===== config.mk =====
export PLATFORM = sky130hd
export DESIGN_NAME = operand_fetch
export DESIGN_NICKNAME = d
export VERILOG_FILES = /design/src/rtl/opfetch_pkg.sv /design/src/rtl/operand_fwd.sv /design/src/rtl/operand_fetch.sv
export SDC_FILE = /design/constraint.sdc
export NUM_CORES = 1
export LEC_CHECK = 0
export BUFFER_PORTS_ARGS = -buffer_cell sky130_fd_sc_hd__buf_2
export CAP_MARGIN = 40
export CORE_AREA = 2 2 122 124
export CTS_CLUSTER_DIAMETER = 100
export DETAILED_ROUTE_END_ITERATION = 10
export DIE_AREA = 0 0 124 126
export PLACE_DENSITY = 0.66
export REMOVE_ABC_BUFFERS = 1
export SETUP_SLACK_MARGIN = 0.05
export SYNTH_ARGS = -nofsm -noshare
export SYNTH_HDL_FRONTEND = slang
export SYNTH_SLANG_ARGS = --single-unit

===== constraint.sdc =====
create_clock -name clock -period 1.1 [get_ports clock]
set_input_delay 0.22 -clock clock [delete_from_list [all_inputs] [get_ports clock]]
set_output_delay 0.22 -clock clock [all_outputs]
set_load 0.03 [all_outputs]

===== src/rtl/opfetch_pkg.sv =====
// opfetch_pkg: state codes, instruction field positions and field helpers for operand_fetch
package opfetch_pkg;
  localparam logic [1:0] IDLE = 2'd0, READ = 2'd1, HOLD = 2'd2;
  localparam int RS_HI = 25, RS_LO = 21, RT_HI = 20, RT_LO = 16, RD_HI = 15, RD_LO = 11;
  localparam logic [4:0] REG_ZERO = 5'd0;
  function automatic logic [4:0] rs_of(input logic [31:0] i);
    return i[RS_HI:RS_LO];
  endfunction
  function automatic logic [4:0] rt_of(input logic [31:0] i);
    return i[RT_HI:RT_LO];
  endfunction
  function automatic logic [4:0] rd_of(input logic [31:0] i);
    return i[RD_HI:RD_LO];
  endfunction
endpackage


===== src/rtl/operand_fwd.sv =====
// operand_fwd: one resolved operand with writeback forwarding and zero forcing (forwarding under OPFETCH_FWD_EN)
module operand_fwd
  import opfetch_pkg::*;
(
  input  logic        clock,
  input  logic        reset,
  input  logic        accept,
  input  logic        reading,
  input  logic        holding,
  input  logic [4:0]  src_in,
  input  logic [4:0]  src_q,
  input  logic [31:0] rf_data,
  input  logic        wb_en,
  input  logic [4:0]  wb_addr,
  input  logic [31:0] wb_data,
  output logic [31:0] val
);
`ifdef OPFETCH_FWD_EN
  logic        pend;
  logic [31:0] pend_data;
  logic        live;
  assign live = wb_en && wb_addr == src_q && src_q != REG_ZERO;
  // remember a writeback to the incoming source on the accept edge, since the regfile reads the old value then
  always_ff @(posedge clock)
    if (!reset) begin
      pend <= 1'b0;
      pend_data <= '0;
    end else if (accept) begin
      pend <= wb_en && wb_addr == src_in;
      pend_data <= wb_data;
    end
  // resolve the operand leaving READ (live > pending > regfile), then snoop writebacks while held
  always_ff @(posedge clock)
    if (!reset) val <= '0;
    else if (reading) val <= src_q == REG_ZERO ? '0 : live ? wb_data : pend ? pend_data : rf_data;
    else if (holding && live) val <= wb_data;
`else
  logic unused;
  assign unused = ^{accept, holding, src_in, wb_en, wb_addr, wb_data};
  // take the raw regfile data leaving READ, register 0 reads as zero
  always_ff @(posedge clock)
    if (!reset) val <= '0;
    else if (reading) val <= src_q == REG_ZERO ? '0 : rf_data;
`endif
endmodule


===== src/rtl/operand_fetch.sv =====
// operand_fetch: decode-side operand fetch stage with regfile read and writeback forwarding (OPFETCH_FWD_EN)
module operand_fetch
  import opfetch_pkg::*;
(
  input  logic        clock,
  input  logic        reset,
  input  logic        in_valid,
  output logic        in_ready,
  input  logic [31:0] in_instr,
  input  logic [31:0] in_pc,
  output logic [4:0]  rf_addra,
  output logic [4:0]  rf_addrb,
  input  logic [31:0] rf_dataa,
  input  logic [31:0] rf_datab,
  input  logic        wb_en,
  input  logic [4:0]  wb_addr,
  input  logic [31:0] wb_data,
  output logic        out_valid,
  input  logic        out_ready,
  output logic [31:0] out_instr,
  output logic [31:0] out_pc,
  output logic [31:0] out_rs_val,
  output logic [31:0] out_rt_val
);
  logic [1:0] state;
  logic       accept, reading, holding;
  assign reading = state == READ;
  assign holding = state == HOLD;
  assign in_ready = reset && (state == IDLE || (holding && out_ready));
  assign accept = in_ready && in_valid;
  assign out_valid = holding;
  assign rf_addra = reading ? rs_of(out_instr) : rs_of(in_instr);
  assign rf_addrb = reading ? rt_of(out_instr) : rt_of(in_instr);
  // sequence IDLE/HOLD -> READ on accept, READ -> HOLD, HOLD -> IDLE when drained; latch the accepted word
  always_ff @(posedge clock)
    if (!reset) begin
      state <= IDLE;
      out_instr <= '0;
      out_pc <= '0;
    end else begin
      state <= accept ? READ : reading ? HOLD : holding && out_ready ? IDLE : state;
      if (accept) begin
        out_instr <= in_instr;
        out_pc <= in_pc;
      end
    end
  operand_fwd u_rs (
    .clock(clock), .reset(reset), .accept(accept), .reading(reading), .holding(holding),
    .src_in(rs_of(in_instr)), .src_q(rs_of(out_instr)), .rf_data(rf_dataa),
    .wb_en(wb_en), .wb_addr(wb_addr), .wb_data(wb_data), .val(out_rs_val)
  );
  operand_fwd u_rt (
    .clock(clock), .reset(reset), .accept(accept), .reading(reading), .holding(holding),
    .src_in(rt_of(in_instr)), .src_q(rt_of(out_instr)), .rf_data(rf_datab),
    .wb_en(wb_en), .wb_addr(wb_addr), .wb_data(wb_data), .val(out_rt_val)
  );
endmodule


==> results.json, run 1 <==
{
  "max_cap_violation_count": 0,
  "synth.avg_cell_area_um2": 13.5,
  "p_sw_w": 0.00365,
  "final-instance-count-excl-fill": 882,
  "fp.coreArea_um2": 14300,
  "timing.final.ws_setup_ps": -636,
  "max-clock-path-buffers": 2,
  "finalClockSkew_ps": 8.58,
  "ys_seq_elements": 130,
  "cts.htree.levels": 4,
  "crit_chain": "nand2b_4 > buf_16 > mux2_4 > buf_6",
  "nets": 856,
  "layout.cell_area.non_filler_um2": 8780,
  "design.portCount": 310,
  "grt_use_total_pct": 21.3,
  "via_count": 4319,
  "route.final.wire_length_um": 17100,
  "cts_buffers": 17,
  "drt.antenna.violating_nets": 0,
  "filler_cell_count": 1012,
  "worst_voltage_drop_across_the_vdd_grid_mv": 1.01,
  "detailedRoute.firstIterationViolations": 147,
  "power.switching_fraction_pct": 26.7,
  "placementRows": 44,
  "worstPathArrival_ps": 1520,
  "max_freq_ghz": 0.576,
  "globalRouteOverflowTotal": 0,
  "port-buffer-count": 271,
  "grt_antenna_before_repair": 0,
  "insertion_delay_ps": 410,
  "report.final.slew_viol_count": 0,
  "fin_hold_ws_ps": 15.7,
  "cts.root.buffer_cell": "sky130_fd_sc_hd__clkbuf_16",
  "routed_via_density": 4.90,
  "relative_contribution_of_the_clock_network_to_total_power_pct": 40.1,
  "layout_commonest_cell": "sky130_fd_sc_hd__buf_6",
  "post-layout-total-power_w": 0.0137,
  "area_growth_pct": 108,
  "seq_power_share_pct": 38.4,
  "crit_fanout": 5,
  "p_int_w": 0.0100,
  "synthesis.instances": 313,
  "first_global_vias": 4587,
  "detail_route.wl_per_cell_um": 19.4,
  "status": "complete, but fails checks",
  "gp_congestion": 0.766,
  "die_area_um2": 15600,
  "netlist_area_um2": 4220,
  "finalWorstPathRequiredPeriod_ps": 1740,
  "power.density_cell_area_nw_per_um2": 1550,
  "violations": "setup timing",
  "numClockSinks": 130,
  "detailed_place.area_um2": 5790,
  "initial_core_util_pct": 29.5,
  "pre_cts_slack_ps": -299,
  "unrepaired_setup_endpoints_after_global_routing": "yes",
  "max_slew.worst_pin.slew_ps": 291,
  "slew_headroom_pct": 80.6,
  "leakage_nw": 4.13,
  "dr.pass1.iters": 4,
  "yosys.cell_types.count": 20,
  "setup_viol_count_final": 188,
  "critPathBufInv": 2,
  "hpwlAfterDp_um": 8310,
  "crit_path_end_kind": "output port",
  "final_cell_mix": "sky130_fd_sc_hd__buf_6 (163), sky130_fd_sc_hd__buf_2 (131), sky130_fd_sc_hd__a22o_1 (128), sky130_fd_sc_hd__dfxtp_2 (127), sky130_fd_sc_hd__buf_4 (36)",
  "crit_path_largest_cell_delay_ps": 320,
  "final_min_period_over_clock_period_pct": 158,
  "cts_tree": "done",
  "portion_of_total_power_attributed_to_combinational_logic_pct": 21.5,
  "cts.reportedPaths.clkPinSlew_ps": 60,
  "crit_path_top_delay_cell": "sky130_fd_sc_hd__dfxtp_2",
  "y_dimension_of_the_die_um": 126,
  "timing.critical_path.required_ps": 880,
  "die-width_um": 124,
  "setup.worst_path.class": "reg -> out",
  "antennaDiodeCount": 0,
  "post-place-cells": 762,
  "synth.yosys.seq_area_share_pct": 61.7,
  "final_layout_size_suffix_gt1_share_pct": 78.7,
  "global_route_wire_length_before_repair_um": 24700,
  "synth_warnings": 0,
  "grt_start_max_net_pins": 65,
  "worst_path_dominant_cell_family": "flip-flops",
  "drt_drc_violations_left": 0,
  "hold_path_class": "in -> reg",
  "critPathLaunchType": "flop",
  "fin_hold_viols": 0
}
==> layer usage <==
| layer | vias up | share of wire, % | GRT usage, % |
|---|---|---|---|
| met5 | - | 0 | 0 |
| met4 | 0 | 2.6 | 9.32 |
| met3 | 35 | 8.3 | 6.79 |
| met2 | 242 | 51 | 37.6 |
| met1 | 2074 | 38 | 23.2 |
| li1 | 1968 | - | - |
==> flip-flops by register name (all words and copies together), names as in the netlist <==
name       flops
state          2
out_instr     32
u_rs.val      32
u_rt.val      32
out_pc        32
==> final timing paths <==
| path | from | cells past startpoint | endpoint | slack, ps |
|---|---|---|---|---|
| worst min register to register | u_rt.val[5] | 1 | u_rt.val[5] | 480 |
| worst max-delay path | state[1] | 4 | rf_addra[0] | -640 |
| worst max register to register | state[1] | 8 | out_instr[0] | -460 |
| worst min-delay path | in_pc[0] | 2 | out_pc[0] | 20 |
==> kinds of logic after synthesis <==
| kind of cell | Yosys count | synth area share [%] |
|---|---|---|
| AOI/OAI and AO/OA | 133 | 27.8 |
| buffers and inverters | 29 | 6.17 |
| DFF | 130 | 61.7 |
| muxes | 10 | 2.67 |
| and+or+nand+nor | 11 | 1.66 |
==> synthesized netlist by cell type, drive strengths merged <==
master  instances  area, um2
nor3            2       10.0
nand3b          1       7.51
a31o            1       8.76
a21oi           3       22.5
and3            1       6.26
and4            1       11.3
a31oi           1       21.3
nand2b          2       15.0
nor2            2       7.51
a22o          128       1120
mux2           10        113
and2            1       6.26
buf            26        249
nor2b           1       6.26
dfxtp         130       2600
clkbuf          1       3.75
inv             2       7.51
==> power groups by stage <==
| stage | Combinational, W | Clock, W | Sequential (W) |
|---|---|---|---|
| finish | 0.00294 | 0.00547 | 0.00525 |
| global route | 0.00306 | 0.00578 | 0.00527 |
| CTS | 0.00286 | 0.00552 | 0.00523 |
| detailed placement | 0.00181 | 0 | 0.00521 |
| global placement | 0.00179 | 0 | 0.00521 |
| floorplan | 0.000499 | 0 | 0.00573 |
==> timing repair <==
item                                    4_1_cts  5_1_grt
cloned                                       20        0
hold buffers                                 13        1
setup buffers                                42       18
endpoints found under the setup margin      269      269
pin swaps                                    58        8
resized for setup                           475        7
endpoints found under the hold margin        13        1
==> metrics by stage <==
stage / utilization (%) / TNS [ps]
2_1_floorplan: - / -115560
3_3_place_gp: 40.4 / -23230
3_5_place_dp: 40.4 / -26620
4_1_cts: 60.8 / -62570
5_1_grt: 61.4 / -67900
6_report: 61.4 / -58120
==> area by class of cell <==
cell class                      count  area, um2  share of cell area (%)
Timing Repair Buffer              381       3760                    42.8
Sequential cell                   130       2770                    31.6
Multi-Input combinational cell    154       1440                    16.4
Clock buffer                       20        457                    5.20
Tap cell                          184        230                    2.62
Clock inverter                     11        113                    1.28
Inverter                            2       10.0                   0.114
Note: power is estimated with default switching activity, not from simulation.
==> inputs of run 2 (changes only) <==
==> constraint.sdc (replaced) <==
create_clock -name clock -period 1.1 [get_ports clock]
set_input_delay 0.22 -clock clock [delete_from_list [all_inputs] [get_ports clock]]
set_output_delay 0.22 -clock clock [all_outputs]
set_load 0.02 [all_outputs]
==> run 2 against run 1 <==
Against the previous run:
- the flow still finishes with violations (setup timing)
- clock power rose by 7.3%
- cell count shrank 0.45%
- sequential share of layout area up 0.41 points
- sequential cell count is the same
- non-clock buffer count is 5 lower
- routed wire length shrank 3.0%
- critical path type unchanged
- via count rose by 0.16%
- die area is the same
- register-to-register slack improved by 20 ps
- worst hold slack improved by 1.4 ps
- utilization decreased by 0.73 points
- maximum frequency increased by 0.52%
==> results.json, run 2 (synthesis gave the netlist of run 1 again) <==
{
  "via_count": 4326,
  "crit_fanout": 5,
  "seq_area_um2": 2780,
  "placementRows": 44,
  "unrepaired_setup_endpoints_after_global_routing": "yes",
  "hold_path_class": "in -> reg",
  "portion_of_total_power_attributed_to_combinational_logic_pct": 18.8,
  "fin_setup_tns_ps": -54320,
  "antennaDiodeCount": 0,
  "cts.htree.levels": 4,
  "cts.reportedPaths.clkPinSlew_ps": 60,
  "gp_congestion": 0.765,
  "max_slew.worst_pin.slew_ps": 227,
  "multi_input_area_um2": 1460,
  "initial_core_util_pct": 29.5,
  "critPathLaunchType": "flop",
  "power.density_cell_area_nw_per_um2": 1580,
  "max-clock-path-buffers": 2,
  "fin_hold_viols": 0,
  "finalWorstPathRequiredPeriod_ps": 1730,
  "timing.final.ws_setup_ps": -627,
  "port-buffer-count": 271,
  "dr.pass1.iters": 4,
  "drt_drc_violations_left": 0,
  "area_growth_pct": 106,
  "p_sw_w": 0.00353,
  "detailedRoute.firstIterationViolations": 182,
  "report.final.slew_viol_count": 0,
  "hpwlAfterDp_um": 8450,
  "status": "complete, but fails checks",
  "design.portCount": 310,
  "regToRegSetupSlack_ps": -440,
  "relative_contribution_of_the_clock_network_to_total_power_pct": 42.9,
  "final_min_period_over_clock_period_pct": 157,
  "nets": 851,
  "numClockSinks": 130,
  "power.switching_fraction_pct": 25.8,
  "die_area_um2": 15600,
  "worst_voltage_drop_across_the_vdd_grid_mv": 1.03,
  "slew_headroom_pct": 84.8,
  "max_cap_violation_count": 0,
  "crit_path_largest_cell_delay_ps": 310,
  "pre_cts_slack_ps": -270,
  "die-width_um": 124,
  "p_int_w": 0.0102,
  "final_cell_mix": "sky130_fd_sc_hd__buf_6 (163), sky130_fd_sc_hd__buf_2 (131), sky130_fd_sc_hd__a22o_1 (128), sky130_fd_sc_hd__dfxtp_2 (126), sky130_fd_sc_hd__buf_4 (37)",
  "setup_viol_count_final": 158,
  "grt_antenna_before_repair": 0,
  "globalRouteOverflowTotal": 0,
  "max_freq_ghz": 0.579,
  "grt_use_total_pct": 20.7,
  "setup.worst_path.class": "reg -> out",
  "cts_tree": "done",
  "crit_path_end_kind": "output port",
  "route.final.wire_length_um": 16600,
  "routed_via_density": 4.93,
  "worstPathArrival_ps": 1510,
  "final_layout_size_suffix_gt1_share_pct": 77.8,
  "fp.coreArea_um2": 14300,
  "y_dimension_of_the_die_um": 126,
  "first_global_vias": 4628,
  "finalClockSkew_ps": 7.60,
  "layout_commonest_cell": "sky130_fd_sc_hd__buf_6",
  "leakage_nw": 4.08,
  "timing.critical_path.required_ps": 880,
  "insertion_delay_ps": 420,
  "cts_buffers": 17,
  "global_route_wire_length_before_repair_um": 24200,
  "filler_cell_count": 1020,
  "crit_path_top_delay_cell": "sky130_fd_sc_hd__dfxtp_2",
  "crit_chain": "nand2b_4 > buf_12 > mux2_4 > buf_6",
  "violations": "setup timing",
  "cts.root.buffer_cell": "sky130_fd_sc_hd__clkbuf_16",
  "grt_start_max_net_pins": 33,
  "seq_power_share_pct": 38.3,
  "drt.antenna.violating_nets": 0,
  "detail_route.wl_per_cell_um": 18.9
}
==> run 2: cell count changes in the layout (fill, tap and decap cells not counted), sizes merged, moves of 2 or more <==
cell,before,now
bufbuf,0,3
inv,2,5
clkbuf,20,18
dlygate4sd3,14,21
buf,367,352
==> run 2: worst max-delay path, delay by kind of cell, from the launching register on <==
kind	cells	cell delay, ps
AND/OR/NAND/NOR	1	170
multiplexers	1	310
flip-flops	1	310
buffers and inverters	2	290
==> run 2: per-layer routing <==
| metal | track usage [%] | up-vias | share of wire, % |
|---|---|---|---|
| li1 | - | 1960 | - |
| met1 | 22.5 | 2079 | 39 |
| met2 | 36.7 | 254 | 50 |
| met3 | 6.48 | 33 | 8.3 |
| met4 | 8.59 | 0 | 2.3 |
| met5 | 0 | - | 0 |
==> run 2: path summary, 6_finish.rpt <==
check | startpoint | endpoint | cells after the start
worst max-delay path | state[1] | rf_addra[3] | 4
worst max register to register | state[1] | out_instr[31] | 7
worst min-delay path | rf_datab[29] | u_rt.val[29] | 2
worst min register to register | u_rt.val[30] | u_rt.val[30] | 1
==> run 2: what timing repair did <==
| action | 4_1_cts | 5_1_grt |
|---|---|---|
| hold buffers | 20 | 1 |
| pin swaps | 3 | 2 |
| gates cloned | 15 | 0 |
| setup endpoints to repair | 269 | 269 |
| endpoints found under the hold margin | 20 | 1 |
| buffers inserted | 36 | 12 |
| gates resized for setup | 464 | 6 |
==> run 2: final cells by class <==
class | instances | share of cell area [%]
Multi-Input combinational cell | 154 | 16.8
Sequential cell | 130 | 32.0
Clock buffer | 18 | 5.06
Inverter | 2 | 0.115
Timing Repair Buffer | 376 | 41.3
Tap cell | 184 | 2.65
Clock inverter | 14 | 2.08
==> run 2: power by group through the flow <==
stage          sequential, W  combinational, W  clock, W
6_report             0.00524           0.00257   0.00587
5_1_grt              0.00527           0.00269   0.00620
4_1_cts              0.00523           0.00248   0.00595
3_5_place_dp         0.00521           0.00159         0
3_3_place_gp         0.00521           0.00156         0
2_1_floorplan        0.00554          0.000469         0
==> run 2: per-stage QoR <==
stage          instances  cell area, um2  utilization (%)  hold WS [ps]  total power (W)
2_1_floorplan        286            3970                -           346          0.00601
3_5_place_dp         762            5790             40.4           434          0.00680
6_report             878            8680             60.6          17.0           0.0137
4_1_cts              865            8560             59.8         0.329           0.0137
5_1_grt              878            8680             60.6          4.22           0.0142
3_3_place_gp         762            5790             40.4           429          0.00677
